<file path="src/rtl/mem_port_arbiter.sv">
`default_nettype none
// ============================================================================
//  Module      : mem_port_arbiter
//  Description : Shares one req/ack memory port between instruction fetch and
//                the execute stage's data access. One transaction at a time;
//                data has fixed priority over fetch. A taken jump (flush)
//                discards any pending or in-flight fetch. Produces the
//                pipeline stall that gates the stages' clock enable.
//
//  Ports       : clk, rst_n                  clock, synchronous active-low reset
//                if_req/if_addr              fetch request and word address
//                if_rdata/if_ack             fetch data and 1-cycle completion
//                dm_req/dm_we/dm_addr/dm_wdata  data request from execute
//                dm_rdata/dm_ack             load data and 1-cycle completion
//                flush                       taken jump, kills fetches
//                mem_req/mem_we/mem_addr/mem_wdata  memory port request side
//                mem_rdata/mem_ack           memory port response side
//                pipe_stall                  combinational, clk_en = ~pipe_stall
//                bus_err                     1-cycle timeout pulse
//
//  Build option: MEM_ARB_TIMEOUT_EN -- when defined, a transaction that sees
//                no mem_ack for TIMEOUT_CYC cycles (TIMEOUT_CYC >= 1) is
//                abandoned: the owner gets its ack with zero data and bus_err
//                pulses. When undefined, transactions wait indefinitely and
//                bus_err is constant 0.
//
//  Revision    : 1.0  initial release
// ============================================================================
module mem_port_arbiter #(
    parameter int ADDR_W      = 30,
    parameter int TIMEOUT_CYC = 255
) (
    input  logic              clk,
    input  logic              rst_n,
    input  logic              if_req,
    input  logic [ADDR_W-1:0] if_addr,
    output logic [31:0]       if_rdata,
    output logic              if_ack,
    input  logic              dm_req,
    input  logic              dm_we,
    input  logic [ADDR_W-1:0] dm_addr,
    input  logic [31:0]       dm_wdata,
    output logic [31:0]       dm_rdata,
    output logic              dm_ack,
    input  logic              flush,
    output logic              mem_req,
    output logic              mem_we,
    output logic [ADDR_W-1:0] mem_addr,
    output logic [31:0]       mem_wdata,
    input  logic [31:0]       mem_rdata,
    input  logic              mem_ack,
    output logic              pipe_stall,
    output logic              bus_err
);

    typedef enum logic [1:0] {
        ST_IDLE  = 2'd0,
        ST_DATA  = 2'd1,
        ST_FETCH = 2'd2
    } state_t;

    state_t state;
    logic   kill;       // current fetch was overtaken by a jump
    logic   timeout;    // abandon the active transaction at this edge
    logic   done;       // active transaction ends at this edge

`ifdef MEM_ARB_TIMEOUT_EN
    localparam int CNT_W = ($clog2(TIMEOUT_CYC + 1) > 8) ? $clog2(TIMEOUT_CYC + 1) : 8;
    localparam logic [CNT_W-1:0] CNT_LAST = CNT_W'(TIMEOUT_CYC - 1);

    logic [CNT_W-1:0] wait_cnt;   // wait cycles already elapsed in this transaction
    logic             bus_err_q;

    assign timeout = (state != ST_IDLE) && !mem_ack && (wait_cnt == CNT_LAST);
    assign bus_err = bus_err_q;

    always_ff @(posedge clk) begin
        if (!rst_n) begin
            wait_cnt  <= '0;
            bus_err_q <= 1'b0;
        end else begin
            bus_err_q <= 1'b0;
            if (state == ST_IDLE || mem_ack) begin
                // Every grant starts from IDLE, so the count is fresh per transaction.
                wait_cnt <= '0;
            end else if (timeout) begin
                wait_cnt  <= '0;
                bus_err_q <= 1'b1;
            end else begin
                wait_cnt <= wait_cnt + 1'b1;
            end
        end
    end
`else
    assign timeout = 1'b0;
    assign bus_err = 1'b0;
`endif

    assign done = (state != ST_IDLE) && (mem_ack || timeout);

    // A requester's req is still high during its ack cycle; masking with the
    // ack lets the stall drop that cycle and keeps IDLE from re-granting it.
    assign pipe_stall = (dm_req & ~dm_ack) | (if_req & ~if_ack);

    always_ff @(posedge clk) begin
        if (!rst_n) begin
            state     <= ST_IDLE;
            kill      <= 1'b0;
            mem_req   <= 1'b0;
            mem_we    <= 1'b0;
            mem_addr  <= '0;
            mem_wdata <= '0;
            dm_ack    <= 1'b0;
            dm_rdata  <= '0;
            if_ack    <= 1'b0;
            if_rdata  <= '0;
        end else begin
            dm_ack <= 1'b0;
            if_ack <= 1'b0;

            case (state)
                ST_IDLE: begin
                    kill <= 1'b0;
                    if (dm_req && !dm_ack) begin
                        state     <= ST_DATA;
                        mem_req   <= 1'b1;
                        mem_we    <= dm_we;
                        mem_addr  <= dm_addr;
                        mem_wdata <= dm_wdata;
                    end else if (if_req && !if_ack && !flush) begin
                        state     <= ST_FETCH;
                        mem_req   <= 1'b1;
                        mem_we    <= 1'b0;
                        mem_addr  <= if_addr;
                        mem_wdata <= '0;
                    end
                end

                ST_DATA: begin
                    if (done) begin
                        dm_ack   <= 1'b1;
                        dm_rdata <= (mem_ack && !mem_we) ? mem_rdata : 32'd0;
                    end
                end

                ST_FETCH: begin
                    if (flush) begin
                        kill <= 1'b1;
                    end
                    // A jump in the completing cycle also discards the fetch.
                    if (done && !kill && !flush) begin
                        if_ack   <= 1'b1;
                        if_rdata <= mem_ack ? mem_rdata : 32'd0;
                    end
                end

                default: state <= ST_IDLE;
            endcase

            if (done) begin
                state     <= ST_IDLE;
                kill      <= 1'b0;
                mem_req   <= 1'b0;
                mem_we    <= 1'b0;
                mem_addr  <= '0;
                mem_wdata <= '0;
            end
        end
    end

endmodule
`default_nettype wire

</file>
<file path="config.mk">
export PLATFORM = sky130hd
export DESIGN_NAME = mem_port_arbiter
export DESIGN_NICKNAME = d
export VERILOG_FILES = /design/src/rtl/mem_port_arbiter.sv
export SDC_FILE = /design/constraint.sdc
export NUM_CORES = 1
export LEC_CHECK = 0
export ABC_AREA = 1
export CAP_MARGIN = 15
export CORE_UTILIZATION = 41
export DETAILED_ROUTE_END_ITERATION = 6
export MAX_ROUTING_LAYER = met4
export PLACE_DENSITY = 0.81
export RECOVER_POWER = 100
export SLEW_MARGIN = 20
export SYNTH_ARGS = -nofsm -noshare
export SYNTH_HDL_FRONTEND = slang
export SYNTH_SLANG_ARGS = --single-unit
</file>
<file path="constraint.sdc">
create_clock -name clk -period 1.79 [get_ports clk]
set_input_delay 0.2685 -clock clk [delete_from_list [all_inputs] [get_ports clk]]
set_output_delay 0.2685 -clock clk [all_outputs]
set_load 0.1 [all_outputs]
</file>
==> results.cfg <==
[logic_synthesis]
ys_top_cells_by_count = nand2_1, dfxtp_1, nand3_1, nor2_1, a21oi_1
yosys.area.top_type_share_pct = 48.87
yosysSeqAreaShare_pct = 48.87
yosysTopAreaCell = dfxtp_1
syn-num-nets = 839
synthArstFlopShare_pct = 0
netlist_area_um2 = 5448
synth-seq-cells = 133
synth_flop_cell = dfxtp_1
yosysMostFrequentCell = nand2_1
syn_inst = 705
synth_edf_count = 0
synth_warnings = 0
yosysUniqueCellTypes = 24
yosys-top-cells-area = dfxtp_1, nand2_1, nand3_1
avgSynthCellArea_um2 = 7.727

[cells_and_area]
final_nets = 1082
multi_input_comb_area_um2 = 2286
utilization_pct = 62.99
seqCellArea_um2 = 2665
fillerInstances = 1217
n_antenna_cell = 0
instances_no_fill = 1132
drive_gt1_share_pct = 21.15
areaGrowthSynthToFinish_pct = 47.70

[critical_path]
worstSetupPathType = reg2out
rr_worst_depth = 7
cp_max_fo = 12
cp.required_ns = 1.52
end_kind = output port
crit_path_start_kind = flop
cp.arrival_ns = 1.33

[cts]
postCtsHoldBufs = 0
clkTransAtPathRegs_ns = 0.06
cts_buffers = 17
cts_resized = 0
cts_setup_buffers = 0
cts_sinks = 133
cts-htree-levels = 4
cts_tree = yes
root_buffer = clkbuf_16
clockBufferDepth = 2
clock_latency_ns = 0.41

[hold_path]
hold_class = in2reg
worstHoldPathCells = 3

[die]
fp.dieH_um = 117.3
die_w_um = 117.3
core_um2 = 12770
dieArea_um2 = 13750
rows = 41
initial_core_util_pct = 42.65
io_pins = 263

[drt]
post_drt_wl_per_cell_um = 14.30
ant_nets = 0
dr.pass1.iters = 5
drc = 0
wl_mm = 16.19
via_count = 5580
drt_iter0_drc = 333
viasPerCell = 4.929

[power_and_ir_drop]
power_mw = 10.66
pwr-share-seq_pct = 31.7
peakVddDrop_mv = 0.9664
p_per_area_nw_per_um2 = 1325
pwr-share-clk_pct = 32.5
pwr-share-comb_pct = 35.8
sw_frac_of_total_pct = 40.56
p_int_mw = 6.338
p_sw_mw = 4.324
leakage_nw = 3.513

[sta]
final-setup-viol-count = 0
min_period_over_period_pct = 89.27
fin_tns_setup_ns = 0
finClkSkew_ns = 0.007759
fmax_mhz = 625.8
tightest_slew_ns = 0.5774
drv_slew = 0
hold_viol = 0
min_period_ns = 1.598
slew_headroom_pct = 61.67
rsz0062_at_grt = no

[global_routing]
grt_antenna_before_repair = 0
gr-total-overflow = 0
grt_util_all_layers_pct = 23.78
grt_max_degree = 53
grt_pass1_vias = 5038
grt_pass1_wl_mm = 24.55

[outcome]
status = finished clean

[job]
maxCapViolCount = 0

[placed_design]
placed_cells = 1101
finalWeightedCongestion = 0.7676
portBuffers = 261
dp_hpwl_mm = 11.07
-- layout by cell type (no fill, tap or decap), drive strengths merged --
master,synthesis,layout
clkdlybuf4s50,0,129
clkbuf,15,155
dfxtp,133,133
conb,1,1
ha,3,3
buf,41,19
bufinv,0,2
nand2,197,197
clkinv,0,3
inv,14,14
nand3,96,96
nor3,1,1
clkinvlp,0,3
a21oi,69,69
o21ai,64,64
nor2,71,71
-- flip-flops by register name, summed over array words and instances (netlist names) --
name	flops
dm_ack	1
mem_wdata	32
if_rdata	32
mem_req	1
mem_we	1
mem_addr	30
kill	1
dm_rdata	32
state	2
if_ack	1
-- critical path: stages (launching register included) --
cell and delay, ns:
dfxtp_2 0.32, inv_2 0.15, nand2_4 0.15, nand2_2 0.12, buf_12 0.17
-- kinds of logic (layout without fill, tap and decap cells) --
family,count (synthesis),count (layout),share of synthesized area (%)
flip-flops,133,133,48.87
AO/OA/AOI/OAI,133,133,14.91
buffers and inverters,70,325,6.959
adder cells (fa/ha/maj),3,3,0.6891
other,1,1,0.06884
AND/OR/NAND/NOR,365,365,28.50
-- layout make-up --
cell class                 count  area share, %
inverter                      14         0.6531
clock buffer                  23          6.189
multi-input combinational    502          28.41
sequential                   133          33.12
timing repair buffer         280          27.74
clock inverter                 8          1.213
tap                          172          2.675
-- layer usage --
metal | vias to the layer above | part of all wire [%] | track usage, %
met2 | 216 | 48 | 38.08
met5 | - | 0 | -
met3 | 27 | 7.9 | 5.922
li1 | 2797 | - | -
met1 | 2540 | 42 | 28.21
met4 | 0 | 2.2 | 10.55
-- worst paths after layout --
check | slack [ns] | endpoint | start
worst max-delay path | 0.19 | pipe_stall | dm_ack$_SDFF_PN0_
worst min-delay path | 0.26 | if_ack$_SDFF_PN0_ | rst_n
worst max register to register | 0.20 | dm_rdata[3]$_SDFFE_PN0P_ | state[0]$_SDFFE_PP0P_
worst min register to register | 0.45 | mem_req$_SDFFE_PP0P_ | mem_req$_SDFFE_PP0P_
-- per-stage QoR --
stage,hold slack (ns),worst slack [ns],cell area (µm²)
2_1_floorplan,0.4129,0.09776,5453
3_3_place_gp,0.4373,0.1349,7941
3_5_place_dp,0.4423,0.1095,7941
4_1_cts,0.2503,0.1766,8537
5_1_grt,0.2823,0.06443,8046
6_report,0.2593,0.1921,8046
-- power by group through the flow --
stage | sequential, mW | clock [mW] | combinational (mW)
detailed placement | 3.44 | 0 | 4.03
floorplan | 5.30 | 0 | 1.12
global route | 3.41 | 3.67 | 4.03
finish | 3.38 | 3.46 | 3.82
CTS | 3.39 | 3.54 | 4.05
global placement | 3.44 | 0 | 4.01
No activity file was read; power rests on OpenSTA's default activity.
